File: config.mk
export PLATFORM = sky130hd
export DESIGN_NAME = svm_job_sequencer
export DESIGN_NICKNAME = d
export VERILOG_FILES = /design/src/rtl/svm_job_sequencer.sv
export SDC_FILE = /design/constraint.sdc
export NUM_CORES = 1
export LEC_CHECK = 0
export BUFFER_PORTS_ARGS = -buffer_cell sky130_fd_sc_hd__buf_2
export CORE_MARGIN = 3
export CORE_UTILIZATION = 40
export CTS_BUF_LIST = sky130_fd_sc_hd__clkbuf_8
export CTS_CLUSTER_DIAMETER = 150
export CTS_CLUSTER_SIZE = 14
export DETAILED_ROUTE_END_ITERATION = 8
export PLACE_DENSITY = 0.77
export SYNTH_ARGS = -nofsm -noshare
export SYNTH_HDL_FRONTEND = slang
export SYNTH_SLANG_ARGS = --single-unit
File: constraint.sdc
create_clock -name clk -period 4.9 [get_ports clk]
set_input_delay 0.245 -clock clk [delete_from_list [all_inputs] [get_ports clk]]
set_output_delay 0.245 -clock clk [all_outputs]
set_load 0.1 [all_outputs]
File: src/rtl/svm_job_sequencer.sv
// Launches one SVM classification job per rising edge of the software start level,
// latches the result and keeps sticky status. The optional watchdog is enabled by SVM_WATCHDOG_EN.
module svm_job_sequencer #(
    parameter int                  CNT_WIDTH = 16,
    parameter int                  TO_WIDTH  = 24,
    parameter logic [TO_WIDTH-1:0] TO_CYCLES = 24'hFFFFFF
) (
    input  logic                 clk,
    input  logic                 reset,
    input  logic                 start_axi_i,
    input  logic                 clear_axi_i,
    output logic                 start_svm_o,
    input  logic                 ready_svm_i,
    input  logic [3:0]           cl_num_svm_i,
    output logic [3:0]           cl_num_axi_o,
    output logic                 done_o,
    output logic                 err_o,
    output logic                 busy_o,
    output logic                 irq_o,
    output logic [CNT_WIDTH-1:0] job_cnt_o,
    output logic [1:0]           state_o
);

    typedef enum logic [1:0] {
        ST_IDLE  = 2'd0,
        ST_START = 2'd1,
        ST_BUSY  = 2'd2,
        ST_DONE  = 2'd3
    } state_t;

    state_t               state_reg;
    logic                 start_q_reg;
    logic                 start_arm_reg;
    logic                 start_svm_reg;
    logic [3:0]           cl_num_reg;
    logic                 done_reg;
    logic                 err_reg;
    logic                 irq_reg;
    logic [CNT_WIDTH-1:0] job_cnt_reg;
    logic                 start_req;
    logic                 wd_expired;

    // start_arm_reg blocks a launch until start has been seen low once after reset,
    // so a level left high by software across reset cannot start a job.
    assign start_req = start_axi_i & ~start_q_reg & start_arm_reg;

    always_ff @(posedge clk) begin
        if (!reset) begin
            start_q_reg   <= 1'b0;
            start_arm_reg <= 1'b0;
        end else begin
            start_q_reg <= start_axi_i;
            if (!start_axi_i) begin
                start_arm_reg <= 1'b1;
            end
        end
    end

`ifdef SVM_WATCHDOG_EN
    logic [TO_WIDTH-1:0] wd_reg;

    // Held at zero while idle, so it starts from zero on every entry to START.
    always_ff @(posedge clk) begin
        if (!reset) begin
            wd_reg <= '0;
        end else if (state_reg == ST_IDLE) begin
            wd_reg <= '0;
        end else if (state_reg == ST_START || state_reg == ST_BUSY) begin
            wd_reg <= wd_reg + TO_WIDTH'(1);
        end
    end

    assign wd_expired = (wd_reg == TO_CYCLES - TO_WIDTH'(1));
`else
    assign wd_expired = 1'b0;
`endif

    always_ff @(posedge clk) begin
        if (!reset) begin
            state_reg     <= ST_IDLE;
            start_svm_reg <= 1'b0;
            cl_num_reg    <= 4'd0;
            done_reg      <= 1'b0;
            err_reg       <= 1'b0;
            irq_reg       <= 1'b0;
            job_cnt_reg   <= '0;
        end else begin
            irq_reg <= 1'b0;
            case (state_reg)
                ST_IDLE: begin
                    start_svm_reg <= 1'b0;
                    if (start_req && ready_svm_i) begin
                        state_reg <= ST_START;
                        done_reg  <= 1'b0;
                        err_reg   <= 1'b0;
                    end
                end
                ST_START: begin
                    if (wd_expired) begin
                        state_reg     <= ST_IDLE;
                        start_svm_reg <= 1'b0;
                        err_reg       <= 1'b1;
                        irq_reg       <= 1'b1;
                    end else if (!ready_svm_i) begin
                        state_reg     <= ST_BUSY;
                        start_svm_reg <= 1'b0;
                    end else begin
                        start_svm_reg <= 1'b1;
                    end
                end
                ST_BUSY: begin
                    start_svm_reg <= 1'b0;
                    // A result arriving on the timeout cycle still counts as completion.
                    if (ready_svm_i) begin
                        state_reg <= ST_DONE;
                    end else if (wd_expired) begin
                        state_reg <= ST_IDLE;
                        err_reg   <= 1'b1;
                        irq_reg   <= 1'b1;
                    end
                end
                ST_DONE: begin
                    start_svm_reg <= 1'b0;
                    cl_num_reg    <= cl_num_svm_i;
                    done_reg      <= 1'b1;
                    irq_reg       <= 1'b1;
                    job_cnt_reg   <= job_cnt_reg + CNT_WIDTH'(1);
                    state_reg     <= ST_IDLE;
                end
                default: begin
                    state_reg     <= ST_IDLE;
                    start_svm_reg <= 1'b0;
                end
            endcase

            // Clear overrides any status set in the same cycle; result and count still update.
            if (clear_axi_i) begin
                done_reg <= 1'b0;
                err_reg  <= 1'b0;
                irq_reg  <= 1'b0;
            end
        end
    end

    assign start_svm_o  = start_svm_reg;
    assign cl_num_axi_o = cl_num_reg;
    assign done_o       = done_reg;
    assign err_o        = err_reg;
    assign irq_o        = irq_reg;
    assign job_cnt_o    = job_cnt_reg;
    assign state_o      = state_reg;
    assign busy_o       = (state_reg != ST_IDLE);

endmodule

* Word-level counts from Yosys, hierarchy flattened *
Cells that the tools add are included.

cells by class
  $add $sub $neg = 1
  $mul = 0
  divide/modulo/power cells = 0
  order comparisons = 0
  eq/ne operators = 6
  shifts and indexed selects = 0
  multiplexer cells = 9
  bitwise logic cells = 4
  reduce and logical (&&, ||, !) cells = 8

operators by type and width
  operator                                                          count
  16-bit by 1-bit adder with 16-bit output (second input constant)  1
  2-bit one-hot mux with 4 select lines                             1
  2-bit 2-to-1 mux                                                  3
  2-bit inequality test (second input constant)                     3
  2-bit == test (second input constant)                             2
  1-bit one-hot mux with 2 select lines                             2
  2-bit nonzero test                                                2
  1-bit 2-to-1 mux                                                  3
  3-bit AND reduction                                               1
  3-bit OR reduction                                                1
  1-bit AND                                                         2
  2-bit by 1-bit == test with 1-bit output (second input constant)  1
  2-bit zero test                                                   1
  1-bit inverter                                                    2
  2-bit AND reduction                                               1
  2-bit OR reduction                                                1
  1-bit logical AND                                                 1

storage, ports and cells
  flip-flop bits (word level) = 27
  bits in latches = 0
  RAM bits = 0
  ROM bits = 0
  bits of input ports = 9
  output and inout port bits = 27
  logic and storage cells = 36
  memories kept = 0

* Longest topological paths before layout *
Gate-level depths: netlist (run 1).

  depth in word-level cells = 6
  depth in mapped cells = 6
  mapped depth without buffers = 5

* Least setup slack after synthesis (run 1) *
OpenSTA, ideal clock, no wires.

  path type = reg-to-reg
  start point = reg state_reg[0] (netlist: state_o[0])
  end point = reg done_reg (netlist: done_o)
  library setup time = 0.095 ns
  arrival = 2.532 ns
  required time = 4.805 ns
  path slack = 2.273 ns
  cell stages (with the launch flop) = 6
  buffers on the path = 0
  period minus slack after synthesis = 2.627 ns
  cells stage by stage = dfxtp_1 -> inv_1 -> ha_1 -> inv_1 -> o21ai_0 -> a221oi_1

between the ends
  word-level cells in the longest chain between the ends = 3
  elaborated cells on any way between the ends = 6
  classes of those cells = 2 x eq/ne; 1 x mux; 3 x reduce/logical

ends and longest elaborated chain
  element                                                                              line  RTL
  start: declaration                                                                   31    state_t state_reg;
  start signal: assignment                                                             80    state_reg <= ST_IDLE;
  start signal: assignment                                                             93    state_reg <= ST_START;
  start signal: assignment                                                             100   state_reg <= ST_IDLE;
  2-bit == test / 2-bit zero test (equally long branches)                              89    case (state_reg)
  2-bit nonzero test (no source line) / 2-bit inequality test (equally long branches)  --
  2-bit AND reduction (no source line)                                                 --
  end signal: assignment                                                               83    done_reg <= 1'b0;
  end signal: assignment                                                               94    done_reg <= 1'b0;
  end signal: assignment                                                               125   done_reg <= 1'b1;
  end: declaration                                                                     36    logic done_reg;

Parallel ways exist; a longest one is shown, timed or not.
A chain may end at the register's enable or synchronous reset.

* Worst setup path after layout (run 1) *
  start point = reg state_reg[0] (netlist: state_o[0])
  end point = reg job_cnt_reg[13] (netlist: job_cnt_o[13])

between the ends
  word-level cells in the longest chain between the ends = 1

ends and longest elaborated chain
  element                 line  RTL
  2-bit == test           89
  end signal: assignment  127   job_cnt_reg <= job_cnt_reg + CNT_WIDTH'(1);
  end: declaration        39    logic [CNT_WIDTH-1:0] job_cnt_reg;

Every way passes these cells.

==> results.json, run 1 <==
{
  "nets": 181,
  "synth-edff-count": 0,
  "crit_type": "flip-flop to flip-flop",
  "numCtsBuffers": 3,
  "hold_viol": 0,
  "cts_root_buffer": "clkbuf_8",
  "place_congestion": 0.763,
  "overflow": 0,
  "clock_latency_ns": 0.27,
  "worst_pin_slew_ns": 0.637,
  "max_freq_mhz": 453,
  "finalCritPeriodShare": 0.451,
  "irDropWorstVdd_mv": 0.307,
  "layout-drive-gt1-share": 0.255,
  "largest_register_ffs": 16,
  "fp.dieH_um": 60.9,
  "fillers": 291,
  "synth_top_area_frac": 0.448,
  "htreeDepth": 1,
  "startpoint_type": "flip-flop",
  "yosysSeqAreaShare": 0.448,
  "finalSetupViolations": 0,
  "grt_usage": 0.147,
  "syn_to_final_growth_pct": 18.5,
  "multi_input_area_um2": 608,
  "hp-class": "primary input to flip-flop",
  "post_cts_resized": 0,
  "die_x_um": 60.9,
  "holdBufCountCts": 0,
  "drcViolationCount": 0,
  "relSlewSlack": 0.575,
  "rsz0062_at_grt": "no",
  "ys_ff_latch": 27,
  "vias": 1029,
  "viasPerCell": 5.25,
  "dpl.hpwl_um": 1890,
  "clkSinkCount": 27,
  "syn_area_um2": 1210,
  "clk_pin_slew_ns": 0.09,
  "grt_max_degree": 22,
  "regArea_um2": 541,
  "core-area_um2": 2810,
  "synth.most_common_cell": "dfxtp_1",
  "antenna_cells": 0,
  "tns_ns": 0,
  "synth_area_per_cell_um2": 9.07,
  "synth_top_area_cell": "dfxtp_1",
  "ys_async_sr_fraction": 0,
  "final_util": 0.509,
  "power.density_nw_per_um2": 380,
  "die_area_um2": 3710,
  "start_util": 0.430,
  "num_rows": 19,
  "synth.distinct_cells": 31,
  "syn_inst": 133,
  "critPathMaxFanout": 11,
  "tritoncts": "done",
  "ys_top_cells_by_area": "dfxtp_1 45%, ha_1 6.2%, mux2i_1 5.8%",
  "port_buffers": 34,
  "ant_nets": 0,
  "avgRoutedWirePerCell_um": 12.6,
  "antenna_found_initial": 0,
  "ys.flop_type": "dfxtp_1",
  "drt-total-wl_um": 2480,
  "synthTopCellsByCount": "27 x dfxtp_1, 17 x nor2_1, 10 x nand2_1",
  "status": "completed",
  "cts_setup_buffers": 0,
  "firstDrtPassIters": 2,
  "grt_pass1_wl_um": 4070,
  "yosysWarnings": 0,
  "critPathRequiredTime_ns": 5.10,
  "first_iter_violations": 53,
  "end_kind": "flip-flop",
  "cp.arrival_ns": 2.41,
  "grt_pass1_vias": 962,
  "leakagePower_nw": 0.633,
  "min_period_ns": 2.21,
  "maxCapViolations": 0,
  "fin_worst_skew_ns": 0.00434,
  "syn-num-nets": 148,
  "finalMaxSlewViolations": 0,
  "io_pins": 36,
  "cts_buffer_depth": 2
}
[logic make-up (layout without fill, tap and decap cells)]
kind of cell	after synthesis	after routing	synth area share
AO/OA/AOI/OAI	16	16	0.0726
other	1	1	0.00311
adder cells (fa/ha/maj)	6	6	0.0622
buffers and inverters	13	45	0.0477
flip-flops	27	27	0.448
multiplexers	7	7	0.0581
AND/OR/NAND/NOR	53	53	0.235
XOR/XNOR	10	10	0.0726
[worst max-delay path: stages (launching register included)]
cell	delay [ns]
dfxtp_1	0.42
ha_1	0.48
and4_1	0.41
nand3_1	0.13
or4_2	0.55
a21oi_1	0.16
[worst paths after layout]
path	end	cells after the start	startpoint	slack (ns)
max	job_cnt_o[13]	5	state_o[0]	2.69
max reg2reg	job_cnt_o[13]	5	state_o[0]	2.69
min	start_arm_reg	2	start_axi_i	0.19
min reg2reg	start_arm_reg	2	start_arm_reg	0.47
[placed cells by master (no fill, tap or decap), drive strengths merged, types with 3 or more instances in the layout]
cell | netlist | final
nor2 | 17 | 17
mux2i | 7 | 7
ha | 6 | 6
inv | 7 | 8
xnor2 | 5 | 5
clkbuf | 3 | 3
nor3 | 3 | 3
nand3 | 4 | 4
dfxtp | 27 | 27
o21ai | 7 | 7
nand4 | 5 | 5
nand2 | 10 | 10
xor2 | 5 | 5
a21oi | 6 | 6
or3 | 5 | 5
buf | 3 | 34
[cell type report]
type / count / area share
sequential: 27 / 0.378
clock buffer: 3 / 0.0289
inverter: 7 / 0.0184
tap: 31 / 0.0271
timing repair buffer: 34 / 0.119
multi-input combinational: 93 / 0.426
clock inverter: 1 / 0.00263
[power breakdown]
group	total (mW)	leakage [nW]	internal [mW]	switching [mW]
Combinational	0.182	0.387	0.0362	0.146
Sequential	0.238	0.218	0.229	0.00983
Clock	0.122	0.0269	0.0562	0.0663
[layer usage]
metal / vias up / share of wire / global-route usage
li1: 517 / - / -
met1: 490 / 0.42 / 0.162
met2: 18 / 0.52 / 0.255
met3: 4 / 0.050 / 0.0532
met4: 0 / 0.011 / 0.0588
met5: - / 0 / 0
[through the flow]
step                hold WS (ns)  instance area [um2]  setup WS, ns  power, mW  std cells
finish                     0.187                 1430          2.69      0.543        196
global route               0.192                 1430          2.56      0.568        196
CTS                        0.184                 1430          2.67      0.549        196
detailed placement         0.464                 1380          2.68      0.427        192
global placement           0.450                 1380          2.79      0.420        192
floorplan                  0.341                 1210          2.27      0.397        133
(Power assumes the default switching activity.)
==> run 2: changes to the inputs <==
- PLACE_DENSITY: 0.77 -> 0.79
- clock period: 4.9 -> 2 ns (I/O delays scaled with it)
==> results.json, run 2 (synthesis results as in run 1) <==
{
  "die_x_um": 60.9,
  "core-area_um2": 2810,
  "finalCritPeriodShare": 0.866,
  "crit_chain": "ha_1 > buf_4 > nand4_1 > or3_2 > a21oi_1",
  "power.density_nw_per_um2": 926,
  "rsz0062_at_grt": "no",
  "grt_pass1_vias": 968,
  "slowest_stage": "or3_2",
  "tritoncts": "done",
  "status": "completed",
  "drt-total-wl_um": 2530,
  "fin_worst_skew_ns": 0.00235,
  "holdBufCountCts": 0,
  "antenna_cells": 0,
  "dpl.hpwl_um": 1930,
  "nets": 183,
  "place_congestion": 0.746,
  "grt_pass1_wl_um": 4170,
  "min_period_ns": 1.73,
  "startpoint_type": "flip-flop",
  "wl_met1_um": 1140,
  "dr_wl_met3_um": 125,
  "cp.arrival_ns": 1.93,
  "post_cts_resized": 0,
  "irDropWorstVdd_mv": 1.07,
  "htreeDepth": 1,
  "fp.dieH_um": 60.9,
  "cts_setup_buffers": 0,
  "finalSetupViolations": 0,
  "tns_ns": 0,
  "wl_met2_um": 1240,
  "final_cell_mix": "34 x buf_2, 17 x nor2_1, 13 x dfxtp_1, 12 x dfxtp_2, 10 x nand2_1",
  "grt_max_degree": 22,
  "clkSinkCount": 27,
  "finalMaxSlewViolations": 0,
  "start_util": 0.430,
  "relSlewSlack": 0.576,
  "avgRoutedWirePerCell_um": 12.8,
  "vias": 1046,
  "num_rows": 19,
  "clock_latency_ns": 0.27,
  "cts_root_buffer": "clkbuf_8",
  "viasPerCell": 5.28,
  "firstDrtPassIters": 4,
  "layout-drive-gt1-share": 0.359,
  "final_util": 0.525,
  "antenna_found_initial": 0,
  "critPathMaxFanout": 10,
  "max_freq_mhz": 577,
  "slowest_delay_ns": 0.49,
  "hp-class": "primary input to flip-flop",
  "leakagePower_nw": 0.641,
  "critPathRequiredTime_ns": 2.19,
  "final_common_cell": "buf_2",
  "first_iter_violations": 66,
  "top_layer": "met4",
  "worst_pin_slew_ns": 0.635,
  "io_pins": 36,
  "syn_to_final_growth_pct": 22.0,
  "hold_viol": 0,
  "ant_nets": 0,
  "clk_pin_slew_ns": 0.09,
  "die_area_um2": 3710,
  "largest_register_ffs": 16,
  "grt_usage": 0.147,
  "overflow": 0,
  "port_buffers": 34,
  "end_kind": "flip-flop",
  "maxCapViolations": 0,
  "crit_type": "flip-flop to flip-flop",
  "cts_buffer_depth": 2,
  "drcViolationCount": 0,
  "numCtsBuffers": 3
}
## run 2: power by group
group	leakage, nW	switching, mW	internal (mW)
clock	0.0255	0.164	0.140
sequential	0.226	0.0221	0.568
combinational	0.390	0.374	0.0961
## run 2: path summary, 6_finish.rpt
kind                 startpoint            end  slack, ns  cells after the start
setup / recovery     state_o[0]   job_cnt_o[8]       0.27                      5
hold / removal      start_axi_i  start_arm_reg       0.04                      2
setup reg to reg     state_o[0]   job_cnt_o[8]       0.27                      5
hold reg to reg   start_arm_reg  start_arm_reg       0.48                      2
## run 2: metrics by stage
| step | power (mW) | std cells | hold WS (ns) | area [um2] | worst slack (ns) |
|---|---|---|---|---|---|
| after floorplan | 0.993 | 133 | 0.196 | 1230 | 0.0233 |
| after global placement | 1.05 | 194 | 0.321 | 1430 | 0.387 |
| after detailed placement | 1.07 | 194 | 0.332 | 1430 | 0.276 |
| after CTS | 1.38 | 198 | 0.0299 | 1470 | 0.253 |
| after global routing | 1.42 | 198 | 0.0447 | 1470 | 0.141 |
| final | 1.36 | 198 | 0.0439 | 1470 | 0.267 |
## run 2: routing by layer
layer  vias up  global-route usage
li1        521                   -
met1       496               0.178
met2        26               0.264
met3         3              0.0319
met4         0              0.0372
met5         -                   0
## run 2: cell type report
type	count	area, um2
timing repair buffer	36	185
sequential	27	563
fill	272	1330
inverter	7	30.0
multi-input combinational	93	608
tap	31	38.8
clock buffer	3	41.3
clock inverter	1	5.00
## run 2: worst max-delay path: cells and delay by family (launching register included)
| family | cells | cell delay [ns] |
|---|---|---|
| simple gates | 2 | 0.76 |
| flops | 1 | 0.37 |
| buf+inv | 1 | 0.20 |
| fa+ha+maj | 1 | 0.17 |
| compound gates | 1 | 0.15 |
==> run 3: changes to the inputs <==
- PLACE_DENSITY: 0.79 -> 0.71
- clock period: 2 -> 2.1 ns (I/O delays scaled with it)
==> results.json, run 3 (synthesis results as in run 1) <==
{
  "wl_met1_um": 1230,
  "cts_buffer_depth": 2,
  "grt_usage": 0.149,
  "drt-total-wl_um": 2630,
  "rsz0062_at_grt": "no",
  "power.density_nw_per_um2": 883,
  "grt_pass1_vias": 951,
  "first_iter_violations": 32,
  "viasPerCell": 5.23,
  "clock_latency_ns": 0.27,
  "stdcell_area_um2": 1470,
  "ant_nets": 0,
  "critPathMaxFanout": 5,
  "nets": 183,
  "grt_pass1_wl_um": 4190,
  "finalSetupViolations": 0,
  "syn_to_final_growth_pct": 21.6,
  "startpoint_type": "flip-flop",
  "clk_pin_slew_ns": 0.09,
  "drcViolationCount": 0,
  "fin_worst_skew_ns": 0.00190,
  "max_freq_mhz": 603,
  "place_congestion": 0.779,
  "core-area_um2": 2810,
  "antenna_cells": 0,
  "end_kind": "flip-flop",
  "irDropWorstVdd_mv": 0.904,
  "cp.arrival_ns": 1.86,
  "numCtsBuffers": 3,
  "post_cts_resized": 0,
  "dpl.hpwl_um": 1880,
  "fp.dieH_um": 60.9,
  "dr_wl_met3_um": 101,
  "crit_type": "flip-flop to flip-flop",
  "holdBufCountCts": 0,
  "num_rows": 19,
  "htreeDepth": 1,
  "worst_pin_slew_ns": 0.679,
  "grt_max_degree": 22,
  "largest_register_ffs": 16,
  "post-place-ws_ns": 0.474,
  "port_buffers": 34,
  "cts_setup_buffers": 0,
  "leakagePower_nw": 0.640,
  "p_total_mw": 1.29,
  "avgRoutedWirePerCell_um": 13.3,
  "layout-drive-gt1-share": 0.359,
  "critPathRequiredTime_ns": 2.30,
  "die_area_um2": 3710,
  "final_util": 0.523,
  "tns_ns": 0,
  "maxCapViolations": 0,
  "status": "completed",
  "io_pins": 36,
  "wl_met2_um": 1290,
  "start_util": 0.430,
  "vias": 1036,
  "firstDrtPassIters": 4,
  "hold_viol": 0,
  "post_dp_cell_area_um2": 1420,
  "cts_root_buffer": "clkbuf_8",
  "final_cell_mix": "34 x buf_2, 17 x nor2_1, 14 x dfxtp_2, 13 x dfxtp_1, 10 x nand2_1",
  "finalMaxSlewViolations": 0,
  "hp-class": "primary input to flip-flop",
  "tritoncts": "done",
  "finalCritPeriodShare": 0.790,
  "min_period_ns": 1.66,
  "top_layer": "met4",
  "relSlewSlack": 0.547,
  "finalWorstSetupSlack_ns": 0.440,
  "final_common_cell": "buf_2",
  "antenna_found_initial": 0,
  "overflow": 0,
  "clkSinkCount": 27,
  "die_x_um": 60.9
}
[run 3: cell counts in the layout (fill, tap and decap cells not counted)]
No cell type changed its count.
[run 3: worst paths after layout]
kind | startpoint | endpoint | slack (ns) | depth (start not counted)
setup reg to reg | state_o[1] | job_cnt_o[13] | 0.44 | 5
setup / recovery | state_o[1] | job_cnt_o[13] | 0.44 | 5
hold reg to reg | start_arm_reg | start_arm_reg | 0.50 | 2
hold / removal | start_axi_i | start_arm_reg | 0.07 | 2
[run 3: critical path: stages, from the launching register on]
cell and delay, ns:
dfxtp_2 0.38, ha_1 0.19, and4_1 0.21, nand3_1 0.09
or4_2 0.55, a21oi_1 0.16
[run 3: where the power goes]
part / leakage (nW) / switching [mW] / internal (mW)
sequential: 0.225 / 0.0206 / 0.536
combinational: 0.390 / 0.350 / 0.0903
clock: 0.0255 / 0.165 / 0.133
total: 0.640 / 0.535 / 0.759
[run 3: layout make-up]
| class | count | area (um2) |
|---|---|---|
| sequential | 27 | 558 |
| fill | 284 | 1340 |
| clock buffer | 3 | 41.3 |
| clock inverter | 1 | 5.00 |
| inverter | 7 | 30.0 |
| timing repair buffer | 36 | 185 |
| multi-input combinational | 93 | 608 |
| tap | 31 | 38.8 |
[run 3: layer usage]
layer	up-vias	GRT usage
li1	520	-
met1	494	0.186
met2	20	0.264
met3	2	0.0255
met4	0	0.0372
met5	-	0
[run 3: stage by stage]
stage,std cells,hold WS [ns]
2_1_floorplan,133,0.201
3_3_place_gp,194,0.329
3_5_place_dp,194,0.344
4_1_cts,198,0.0696
5_1_grt,198,0.0773
6_report,198,0.0708
